## src/rtl/apb_gpio_bank.sv

```systemverilog
// APB GPIO bank: DIR/OUT/IN/IRQ registers, 2-flop pad sync, sticky W1C edge interrupts.
// Transfer = SETUP + ACCESS + WAIT_STATES cycles; pready is held low while the wait counter runs.
module apb_gpio_bank #(
  parameter int DATA_WIDTH  = 8,
  parameter int ADDR_WIDTH  = 7,
  parameter int WAIT_STATES = 0
) (
  input  logic                  pclk,
  input  logic                  reset,
  input  logic                  psel,
  input  logic                  penable,
  input  logic                  pwrite,
  input  logic [ADDR_WIDTH-1:0] paddr,
  input  logic [DATA_WIDTH-1:0] pwdata,
  output logic [DATA_WIDTH-1:0] prdata,
  output logic                  pready,
  output logic                  pslverr,
  input  logic [DATA_WIDTH-1:0] gpio_in,
  output logic [DATA_WIDTH-1:0] gpio_out,
  output logic [DATA_WIDTH-1:0] gpio_oe,
  output logic                  irq
);

  localparam logic [3:0]            WS     = 4'(WAIT_STATES);
  localparam logic [ADDR_WIDTH-1:0] A_DIR  = ADDR_WIDTH'(0);
  localparam logic [ADDR_WIDTH-1:0] A_OUT  = ADDR_WIDTH'(1);
  localparam logic [ADDR_WIDTH-1:0] A_IN   = ADDR_WIDTH'(2);
  localparam logic [ADDR_WIDTH-1:0] A_IEN  = ADDR_WIDTH'(3);
  localparam logic [ADDR_WIDTH-1:0] A_STAT = ADDR_WIDTH'(4);
  localparam logic [ADDR_WIDTH-1:0] A_POL  = ADDR_WIDTH'(5);

  typedef enum logic [1:0] {IDLE, SETUP, ACCESS} state_t;

  state_t                  state, state_nxt;
  logic [3:0]              cnt, cnt_nxt;
  logic                    load_ready;
  logic                    wr_q;
  logic [ADDR_WIDTH-1:0]   addr_q;
  logic [DATA_WIDTH-1:0]   wdata_q;
  logic [DATA_WIDTH-1:0]   dir_r, out_r, ien_r, pol_r, stat_r;
  logic [DATA_WIDTH-1:0]   sync1, sync2, prev;
  logic [DATA_WIDTH-1:0]   rd_q, rd_val, evt, w1c_mask;
  logic                    err_q, bad_addr, err_val, commit;

  always_comb begin
    state_nxt  = state;
    cnt_nxt    = cnt;
    load_ready = 1'b0;
    case (state)
      IDLE: begin
        if (psel && !penable) state_nxt = SETUP;
      end
      SETUP: begin
        if (!psel) begin
          state_nxt = IDLE;
        end else begin
          state_nxt  = ACCESS;
          cnt_nxt    = WS;
          load_ready = (WS == 4'd0);
        end
      end
      ACCESS: begin
        if (cnt == 4'd0) begin
          state_nxt = (psel && !penable) ? SETUP : IDLE;
        end else if (!psel) begin
          state_nxt = IDLE;
        end else begin
          cnt_nxt    = cnt - 4'd1;
          load_ready = (cnt == 4'd1);
        end
      end
      default: state_nxt = IDLE;
    endcase
  end

  // Address/data are captured at SETUP entry so the bus may carry the next setup during pready.
  always_ff @(posedge pclk or posedge reset) begin
    if (reset) begin
      state   <= IDLE;
      cnt     <= 4'd0;
      wr_q    <= 1'b0;
      addr_q  <= '0;
      wdata_q <= '0;
      rd_q    <= '0;
      err_q   <= 1'b0;
    end else begin
      state <= state_nxt;
      cnt   <= cnt_nxt;
      if (state_nxt == SETUP) begin
        wr_q    <= pwrite;
        addr_q  <= paddr;
        wdata_q <= pwdata;
      end
      rd_q  <= load_ready ? rd_val  : '0;
      err_q <= load_ready ? err_val : 1'b0;
    end
  end

  always_comb begin
    rd_val   = '0;
    bad_addr = 1'b0;
    case (addr_q)
      A_DIR:   rd_val = dir_r;
      A_OUT:   rd_val = out_r;
      A_IN:    rd_val = sync2;
      A_IEN:   rd_val = ien_r;
      A_STAT:  rd_val = stat_r;
      A_POL:   rd_val = pol_r;
      default: bad_addr = 1'b1;
    endcase
    if (wr_q) rd_val = '0;
    err_val = bad_addr || (wr_q && addr_q == A_IN);
  end

  assign pready   = (state == ACCESS) && (cnt == 4'd0);
  assign commit   = pready && wr_q && !bad_addr && (addr_q != A_IN);
  assign w1c_mask = (commit && addr_q == A_STAT) ? wdata_q : '0;
  assign evt      = (pol_r & sync2 & ~prev) | (~pol_r & ~sync2 & prev);

  always_ff @(posedge pclk or posedge reset) begin
    if (reset) begin
      dir_r  <= '0;
      out_r  <= '0;
      ien_r  <= '0;
      pol_r  <= '0;
      stat_r <= '0;
      sync1  <= '0;
      sync2  <= '0;
      prev   <= '0;
    end else begin
      sync1 <= gpio_in;
      sync2 <= sync1;
      prev  <= sync2;
      // A fresh edge wins over a simultaneous write-1-to-clear.
      stat_r <= (stat_r & ~w1c_mask) | evt;
      if (commit) begin
        case (addr_q)
          A_DIR:   dir_r <= wdata_q;
          A_OUT:   out_r <= wdata_q;
          A_IEN:   ien_r <= wdata_q;
          A_POL:   pol_r <= wdata_q;
          default: ;
        endcase
      end
    end
  end

  assign prdata   = rd_q;
  assign pslverr  = err_q;
  assign gpio_oe  = dir_r;
  assign gpio_out = out_r;
  assign irq      = |(stat_r & ien_r);

endmodule

```

## config.mk

```make
export PLATFORM = sky130hd
export DESIGN_NAME = apb_gpio_bank
export DESIGN_NICKNAME = d
export VERILOG_FILES = /design/src/rtl/apb_gpio_bank.sv
export SDC_FILE = /design/constraint.sdc
export NUM_CORES = 1
export LEC_CHECK = 0
export BUFFER_PORTS_ARGS = -buffer_cell sky130_fd_sc_hd__buf_4
export CORE_MARGIN = 2
export CORE_UTILIZATION = 51
export CTS_CLUSTER_DIAMETER = 200
export DETAILED_ROUTE_END_ITERATION = 10
export GPL_TIMING_DRIVEN = 0
export HOLD_SLACK_MARGIN = 0.1
export PLACE_DENSITY = 0.75
export SYNTH_ARGS = -nofsm -noshare
export SYNTH_HDL_FRONTEND = slang
export SYNTH_SLANG_ARGS = --single-unit
```

## constraint.sdc

```tcl
create_clock -name pclk -period 3.1 [get_ports pclk]
set_input_delay 0.62 -clock pclk [delete_from_list [all_inputs] [get_ports pclk]]
set_output_delay 0.62 -clock pclk [all_outputs]
set_load 0.02 [all_outputs]
```

==> metrics.csv, run 1 <==
metric;value;unit
areaGrowthSynthToFinish;19.4;%
p_total;3.56;mW
ioPinCount;55;
dp_hpwl;5690;um
syn_inst;305;
layout-drive-gt1-share;39.6;%
synth_seq_cells;95;
grt.total_usage;20.6;%
yosysWarnings;0;
pwr-share-seq;46.4;%
cts_buffers;9;
ctsLongestPathBuffers;2;
r2r_setup_slack;0.59;ns
cts_tree;yes;
p_comb_share;28.7;%
grt_max_degree;51;
setup_viol;0;
drcViolationCount;0;
grt_pass1_vias;2627;
cts_resized;0;
port_buffers;54;
cp.required;3.34;ns
cts.sinks;95;
cp_top_family;simple AND/OR/NAND/NOR gates;
ys_seq_area_share;58.8;%
synth_cell_types;39;
die_area;8660;um^2
p_clk_share;24.9;%
finalSetupTns;0;ns
nets;406;
crit_cells;9;
cp-start-kind;register;
crit_slowest_cell;nor3_4;
path_class;register to register;
initialDrtViolationCount;118;
whs;0.325;ns
diodes;0;
r2r-start;state[0]$_DFF_PP0_;
htree_levels;3;
worstSetupStartpoint;state[0]$_DFF_PP0_;
place_area;4610;um^2
syn_area_per_cell;13.3;um^2
power.switching;1.15;mW
routabilityCongestion;0.838;
cts_root_buf;clkbuf_8;
rsz0062_at_grt;false;
max_freq;398;MHz
relSlewSlack;55.2;%
critPathMaxFanout;8;
p_per_area;737;nW/um^2
initial_core_util;52.6;%
post_cts_buffers;0;
p_leak;2.26;nW
firstDrtPassIters;5;
run_status;completed;
wire_per_inst;17.1;um
via_per_inst;5.54;
endpoint_kind;register;
ant_nets;0;
internal_power;2.41;mW
synthesis.area;4050;um^2
crit_chain;inv_1 -> ha_1 -> buf_4 -> and4bb_2 -> buf_2 -> and3_1 -> nand3_2 -> nor3_4 -> mux2_2;
arrival;2.76;ns
core_region_area;7690;um^2
r2r-end;gpio_out[4]$_DFFE_PP0P_;
grt_overflow;0;
sw_frac_of_total;32.3;%
finalInstanceArea;4830;um^2
hold_violations;0;
die_w;93.1;um
hold_class;primary input to asynchronous set/reset pin;
cts_hold_buffers;0;
maxCapViolCount;0;
critPathCapture;gpio_out[4]$_DFFE_PP0P_;
cp_num_buf_inv;3;
instances_no_fill;478;
finClkSkew;0.00800;ns
finalWorstPathRequiredPeriod;2.51;ns
syn_nets;340;
totalWireLength;8170;um
clock_latency;0.35;ns
peakVddDrop;0.424;mV
final_max_slew_viol_count;0;
synth_edf_count;0;
antenna_found_initial;0;
die_y;93.1;um
routed-via-count;2648;
fill_cells;610;
row_count;32;
max_stage_delay;0.45;ns
grt_pass1_wl;13500;um
r2r_cells;9;
synthFlopType;dfrtp_1;
post-route-period-util;81.1;%
ys_async_sr_fraction;100;%
dp_cells;462;
worst_pin_slew;0.673;ns
clk_pin_slew;0.09;ns
## cell type report
cell class,instances,area (um^2),share of cell area [%]
inverters,8,32.5,0.673
clock inverters,6,83.8,1.74
plain buffers,9,56.3,1.17
multi-input cells,193,1580,32.8
flip-flops and latches,95,2380,49.2
well taps,102,128,2.64
clock buffers,10,138,2.85
repair buffers,55,433,8.96
## placed cells by master, fill, tap and decap left out, drive strengths merged, types with 2 or more instances in the layout
cell type / count
buf: 62
dfrtp: 95
mux2i: 10
mux2: 56
inv: 8
clkinv: 4
and2: 2
nor2b: 2
ha: 7
o22ai: 6
a22oi: 12
nand3: 4
and3: 3
a31oi: 2
nor3: 3
or3: 2
a221o: 8
xor2: 2
clkbuf: 12
bufinv: 2
o21ai: 5
mux4: 3
nor2: 31
nand4: 3
nand2: 24
## power by group through the flow
stage	combinational (mW)	clock, mW	sequential (mW)
6_report	1.02	0.886	1.65
5_1_grt	1.12	0.954	1.68
4_1_cts	1.03	0.897	1.65
3_5_place_dp	1.03	0	1.67
3_3_place_gp	0.986	0	1.67
2_1_floorplan	0.760	0	1.62
## stage by stage
step	utilization [%]	setup slack, ns
2_1_floorplan	-	0.00298
3_3_place_gp	59.6	-1.00
3_5_place_dp	60.0	0.601
4_1_cts	62.8	0.572
5_1_grt	62.8	0.425
6_report	62.8	0.585
## kinds of logic after synthesis
family,Yosys count,synth area share (%)
xor gates and xnor gates,2,0.433
DFF,95,58.8
AOI/OAI and AO/OA,36,6.99
adders and majority gates,7,2.16
muxes,69,19.7
buffers and inverters,17,2.13
and+or+nand+nor,79,9.80
## sequential cells by signal (all words and copies together), names as in the netlist
name and count:
pslverr 1, gpio_out 8, stat_r 8, gpio_oe 8
cnt 4, prev 8, prdata 8, wr_q 1
ien_r 8, sync2 8, state 2, wdata_q 8
pol_r 8, addr_q 7, sync1 8
## metal layers
metal,up-vias,GRT usage [%],part of all wire [%]
li1,1231,-,-
met1,1343,28.7,44
met2,63,32.6,50
met3,11,4.67,4.5
met4,0,6.62,1.6
met5,-,0,0
## worst min-delay path by stage
stage / from / to / slack, ns / cells past startpoint
finish: reset / sync1[6]$_DFF_PP0_ / 0.33 / 2
global route: gpio_in[5] / sync1[5]$_DFF_PP0_ / 0.35 / 1
CTS: reset / sync1[6]$_DFF_PP0_ / 0.34 / 2
detailed placement: sync1[0]$_DFF_PP0_ / sync2[0]$_DFF_PP0_ / 0.34 / 0
global placement: sync1[5]$_DFF_PP0_ / sync2[5]$_DFF_PP0_ / 0.33 / 0
floorplan: sync1[0]$_DFF_PP0_ / sync2[0]$_DFF_PP0_ / 0.33 / 0
## cells in the mapped netlist (2+ instances only)
cell / instances / share of area [%]
or3_1: 2 / 0.31
and3_1: 3 / 0.46
a22oi_1: 12 / 2.2
nor3_4: 2 / 0.80
mux4_2: 3 / 1.7
nand4_1: 2 / 0.31
nand2_1: 23 / 2.1
ha_1: 7 / 2.2
dfrtp_1: 95 / 59
nor2_1: 30 / 2.8
xor2_1: 2 / 0.43
clkbuf_1: 2 / 0.19
o22ai_1: 6 / 0.93
inv_1: 8 / 0.74
buf_4: 3 / 0.56
and2_1: 2 / 0.31
mux2i_1: 10 / 2.5
buf_2: 3 / 0.37
mux2_2: 56 / 16
nor2b_1: 2 / 0.31
nand3_1: 3 / 0.37
a221o_1: 8 / 2.0
o21ai_0: 5 / 0.62
No activity file was read; power rests on OpenSTA's default activity.
==> inputs of run 2 (changes only) <==
- CORE_UTILIZATION: 51 -> 57
- PLACE_DENSITY: 0.75 -> 0.79
- clock period: 3.1 -> 2.39 ns (I/O delays scaled with it)
==> run 2 against run 1 <==
Design area grew 1.7%; cell count is 0.63% lower; via count grew 4.3%.
==> metrics.csv, run 2 (synthesis gave the netlist of run 1 again) <==
metric;value;unit;change
hold_class;primary input to asynchronous set/reset pin;;
crit_top_cell;and3_1;;
finalInstanceArea;4910;um^2;+1.7%
cts_tree;yes;;
routed-via-count;2761;;+4.3%
p_per_area;977;nW/um^2;+33%
finalSetupTns;0;ns;unchanged
drcViolationCount;0;;unchanged
post-route-period-util;94.2;%;+13 points
die_area;7790;um^2;-10%
cp.required;2.64;ns;-0.70 ns
cp-start-kind;register;;
fin_ws;0.138;ns;-0.447 ns
grt_max_degree;40;;-22%
areaGrowthSynthToFinish;21.5;%;
max_stage_delay;0.43;ns;-0.02 ns
cts_root_buf;clkbuf_8;;
internal_power;3.25;mW;+35%
met1_usage;33.1;%;+4.4 points
rsz0062_at_grt;false;;
pwr-share-seq;44.7;%;-1.7 points
top_usage_layer;met2;;
sw_frac_of_total;32.3;%;-0.066 points
finClkSkew;0.00955;ns;+0.00155 ns
via_per_inst;5.81;;+4.9%
power.switching;1.55;mW;+35%
cts.sinks;95;;unchanged
routabilityCongestion;0.862;;+2.9%
cts_hold_buffers;0;;unchanged
crit_slowest_cell;nor3_4;;
ioPinCount;55;;unchanged
dpl_worst_slack;-0.136;ns;-0.737 ns
die_w;88.3;um;-5.2%
place_area;4620;um^2;+0.14%
hold_violations;0;;unchanged
relSlewSlack;58.8;%;+3.7 points
worst_pin_slew;0.618;ns;-0.0550 ns
clock_latency;0.36;ns;about the same
dp_hpwl;6000;um;+5.4%
p_comb_share;29.1;%;+0.4 points
arrival;2.50;ns;-0.26 ns
initialDrtViolationCount;204;;+73%
critPathMaxFanout;10;;+2
row_count;30;;-6.3%
setup_viol;0;;unchanged
grt_pass1_vias;2866;;+9.1%
htree_levels;3;;unchanged
whs;0.178;ns;-0.147 ns
totalWireLength;8950;um;+9.5%
clk_pin_slew;0.09;ns;about the same
firstDrtPassIters;4;;-1
p_total;4.80;mW;+35%
endpoint_kind;register;;
grt_pass1_wl;14500;um;+7.4%
layout-drive-gt1-share;40.4;%;+0.74 points
max_freq;444;MHz;+12%
maxCapViolCount;0;;unchanged
antenna_found_initial;0;;unchanged
cts_buffers;9;;unchanged
diodes;0;;unchanged
port_buffers;54;;unchanged
peakVddDrop;0.477;mV;+12%
grt.total_usage;25.2;%;+4.5 points
wire_per_inst;18.8;um;+10%
p_leak;2.28;nW;+1.1%
final_common_cell;dfrtp_1;;
ant_nets;0;;unchanged
use_met2;42.1;%;+9.5 points
final_max_slew_viol_count;0;;unchanged
crit_chain;nor3_4 -> and3_1 -> buf_4 -> and3_1 -> buf_2 -> nand2_1 -> a221o_1;;
initial_core_util;59.2;%;+6.6 points
p_clk_share;26.2;%;+1.3 points
finalWorstPathRequiredPeriod;2.25;ns;-0.263 ns
grt_overflow;0;;unchanged
run_status;completed;;
path_class;register to register;;
layout.cells.most_common_list;dfrtp_1, buf_4, mux2_2;;
die_y;88.3;um;-5.2%
fill_cells;476;;-22%
core_region_area;6830;um^2;-11%
ctsLongestPathBuffers;2;;unchanged
nets;410;;+0.99%
met3_usage;4.20;%;-0.48 points
==> run 2: cell count changes in the layout (fill, tap and decap cells not counted), moves of 2 or more <==
cell,change
buf_12,+2
buf_4,+4
clkinvlp_4,+2
clkinv_2,-3
==> run 2: layer usage <==
layer  vias up  share of wire (%)
met4         0                2.4
met3        20                3.8
met5         -                  0
met1      1422                 41
li1       1239                  -
met2        80                 53
==> run 2: cell type report <==
cell class | count | area, um^2 | area share (%)
multi-input cells | 193 | 1610 | 32.7
plain buffers | 8 | 55.1 | 1.12
repair buffers | 60 | 475 | 9.67
clock inverters | 5 | 106 | 2.16
flip-flops and latches | 95 | 2380 | 48.4
clock buffers | 10 | 138 | 2.80
well taps | 96 | 120 | 2.44
inverters | 8 | 33.8 | 0.687
==> run 2: path summary, 6_finish.rpt <==
check	cells after the start	slack, ns	end	start
max in group asynchronous	3	1.64	addr_q[1]$_DFFE_PP0N_	reset
setup / recovery	7	0.14	stat_r[7]$_DFF_PP0_	addr_q[5]$_DFFE_PP0N_
setup reg to reg	7	0.14	stat_r[7]$_DFF_PP0_	addr_q[5]$_DFFE_PP0N_
hold / removal	2	0.18	sync1[4]$_DFF_PP0_	reset
min in group pclk	1	0.22	sync1[0]$_DFF_PP0_	gpio_in[0]
hold reg to reg	0	0.35	sync2[2]$_DFF_PP0_	sync1[2]$_DFF_PP0_
==> run 2: worst max-delay path, delay by kind of cell, from the launching register on <==
family | cells | cell delay [ns]
buffers and inverters | 2 | 0.44
flip-flops | 1 | 0.42
AO/OA/AOI/OAI | 1 | 0.36
AND/OR/NAND/NOR | 4 | 0.91
==> run 2: stage by stage <==
step | instances | utilization [%]
floorplan | 305 | -
global placement | 455 | 67.0
detailed placement | 457 | 67.6
CTS | 476 | 71.6
global route | 475 | 71.9
finish | 475 | 71.9
==> run 2: power groups by stage <==
stage / registers [mW] / logic (mW) / clock network (mW)
floorplan: 2.11 / 0.986 / 0
global placement: 2.15 / 1.27 / 0
CTS: 2.14 / 1.37 / 1.27
detailed placement: 2.18 / 1.34 / 0
finish: 2.15 / 1.40 / 1.26
global route: 2.18 / 1.52 / 1.34
==> run 2: repair_timing <==
item / CTS / global route
resized for setup: 1 / 5
buffers inserted: 4 / 0
pin swaps: 1 / 0
endpoints found under the hold margin: 0 / 0
endpoints found under the setup margin: 18 / 33
==> inputs of run 3 (changes only) <==
- CORE_UTILIZATION: 57 -> 45
- PLACE_DENSITY: 0.79 -> default
==> run 3 against run 2 <==
Wire length shrank 6.8%; die area increased by 25%; non-clock buffer count shrank 1; cell count up 2.3%; via count down 5.1%; register-to-register slack got worse by 0.04 ns; critical path depth up 1; first-iteration DRC count decreased by 58%; combinational power fell by 5%; clock-buffer cell count fell by 1; highest routed layer unchanged; critical endpoint is now wdata_q[3]$_DFFE_PP0N_.
==> metrics.csv, run 3 (synthesis gave the netlist of run 1 again) <==
metric;value;unit;change
run_status;completed;;
r2r-start;cnt[0]$_DFFE_PP0P_;;
layout.cells.most_common_list;dfrtp_1, buf_4, mux2_2;;
p_total;4.42;mW;-8.0%
clock_latency;0.36;ns;about the same
wire_per_inst;17.2;um;-8.9%
whs;0.169;ns;-0.00900 ns
grt_pass1_wl;13600;um;-6.1%
critPathCapture;wdata_q[3]$_DFFE_PP0N_;;
endpoint_kind;register;;
cp_top_family;simple AND/OR/NAND/NOR gates;;
relSlewSlack;57.2;%;-1.6 points
r2r_setup_slack;0.1;ns;-0.04 ns
arrival;2.53;ns;+0.03 ns
finish.utilization;55.4;%;-17 points
hold_class;primary input to asynchronous set/reset pin;;
r2r_cells;8;;+1
r2r-end;wdata_q[3]$_DFFE_PP0N_;;
htree_levels;3;;unchanged
crit_cells;8;;+1
path_class;register to register;;
max_freq;437;MHz;-1.7%
cp-start-kind;register;;
finClkSkew;0.0124;ns;+0.00281 ns
crit_slowest_cell;or3b_2;;
finalWorstPathRequiredPeriod;2.29;ns;+0.0384 ns
setup_viol;0;;unchanged
hold_violations;0;;unchanged
dp_hpwl;5780;um;-3.7%
max_stage_delay;0.48;ns;+0.05 ns
cp_num_buf_inv;2;;unchanged
cts_root_buf;clkbuf_8;;
die_y;98.8;um;+12%
cp.required;2.63;ns;about the same
worstSetupStartpoint;cnt[0]$_DFFE_PP0P_;;
routed-via-count;2620;;-5.1%
place_area;4630;um^2;+0.33%
port_buffers;54;;unchanged
ctsLongestPathBuffers;2;;unchanged
layout-drive-gt1-share;40.2;%;-0.16 points
dp_cells;469;;+2.6%
finalInstanceArea;4830;um^2;-1.7%
crit_chain;inv_1 -> ha_1 -> or3b_2 -> nand4_1 -> a31oi_2 -> nand2_4 -> buf_6 -> mux2_2;;
die_area;9770;um^2;+25%
peakVddDrop;0.407;mV;-15%
final_common_cell;dfrtp_1;;
grt.total_usage;18.1;%;-7.0 points
cts_tree;yes;;
initial_core_util;46.4;%;-13 points
post-route-period-util;95.8;%;+1.6 points
die_w;98.8;um;+12%
rsz0062_at_grt;false;;
initialDrtViolationCount;86;;-58%
totalWireLength;8350;um;-6.8%
grt_max_degree;37;;-7.5%
cts.sinks;95;;unchanged
drcViolationCount;0;;unchanged
maxCapViolCount;0;;unchanged
dpl_worst_slack;-0.0941;ns;+0.0419 ns
nets;409;;-0.24%
finalSetupTns;0;ns;unchanged
clk_pin_slew;0.09;ns;about the same
firstDrtPassIters;5;;+1
grt_pass1_vias;2553;;-11%
ioPinCount;55;;unchanged
core_region_area;8720;um^2;+28%
p_leak;2.24;nW;-1.7%
final_max_slew_viol_count;0;;unchanged
ant_nets;0;;unchanged
diodes;0;;unchanged
grt_overflow;0;;unchanged
fin_ws;0.0994;ns;-0.0384 ns
antenna_found_initial;0;;unchanged
cts_buffers;9;;unchanged
worst_pin_slew;0.642;ns;+0.0245 ns
row_count;34;;+13%
routabilityCongestion;0.785;;-9.0%
via_per_inst;5.39;;-7.3%
critPathMaxFanout;10;;unchanged
instances_no_fill;486;;+2.3%
areaGrowthSynthToFinish;19.4;%;
p_per_area;914;nW/um^2;-6.4%
run 3: changes by cell type in the layout (fill, tap and decap cells not counted), moves of 2 or more:
| cell | delta |
|---|---|
| bufinv_16 | -3 |
| buf_6 | +2 |
| clkinv_2 | +2 |
| buf_4 | -2 |
run 3: worst min path at each step:
| stage | to | slack (ns) | depth (start not counted) |
|---|---|---|---|
| 2_1_floorplan | sync2[0]$_DFF_PP0_ | 0.33 | 0 |
| 3_3_place_gp | sync2[5]$_DFF_PP0_ | 0.33 | 0 |
| 3_5_place_dp | sync2[6]$_DFF_PP0_ | 0.34 | 0 |
| 4_1_cts | stat_r[2]$_DFF_PP0_ | 0.18 | 2 |
| 5_1_grt | sync1[0]$_DFF_PP0_ | 0.18 | 1 |
| 6_report | stat_r[2]$_DFF_PP0_ | 0.17 | 2 |
run 3: timing repair:
action	CTS	global route
resized for setup	1	3
pin swaps	1	1
endpoints found under the setup margin	16	34
hold buffers	0	0
setup buffers	2	1
run 3: cell type report:
type / instances / area, um^2
Fill cell: 741 / 3890
Sequential cell: 95 / 2380
Multi-Input combinational cell: 193 / 1590
Timing Repair Buffer: 59 / 472
Tap cell: 108 / 135
Clock buffer: 9 / 124
Buffer: 8 / 51.3
Clock inverter: 6 / 46.3
Inverter: 8 / 33.8
run 3: power breakdown:
part	switching, mW	internal (mW)	total (mW)
registers	0.295	1.85	2.14
clock network	0.564	0.382	0.946
logic	0.658	0.673	1.33
total	1.52	2.90	4.42
run 3: worst reg2reg max path: stages (launching register included):
cell and delay [ns]:
dfrtp_1 0.41, inv_1 0.12, ha_1 0.21, or3b_2 0.48, nand4_1 0.13, a31oi_2 0.14
nand2_4 0.15, buf_6 0.20, mux2_2 0.35
run 3: metal layers:
metal / wire length (um) / GRT usage [%] / vias up
li1: - / - / 1234
met1: 3880 / 25.5 / 1324
met2: 4010 / 28.0 / 54
met3: 357 / 5.11 / 8
met4: 101 / 4.74 / 0
met5: 0 / 0 / -
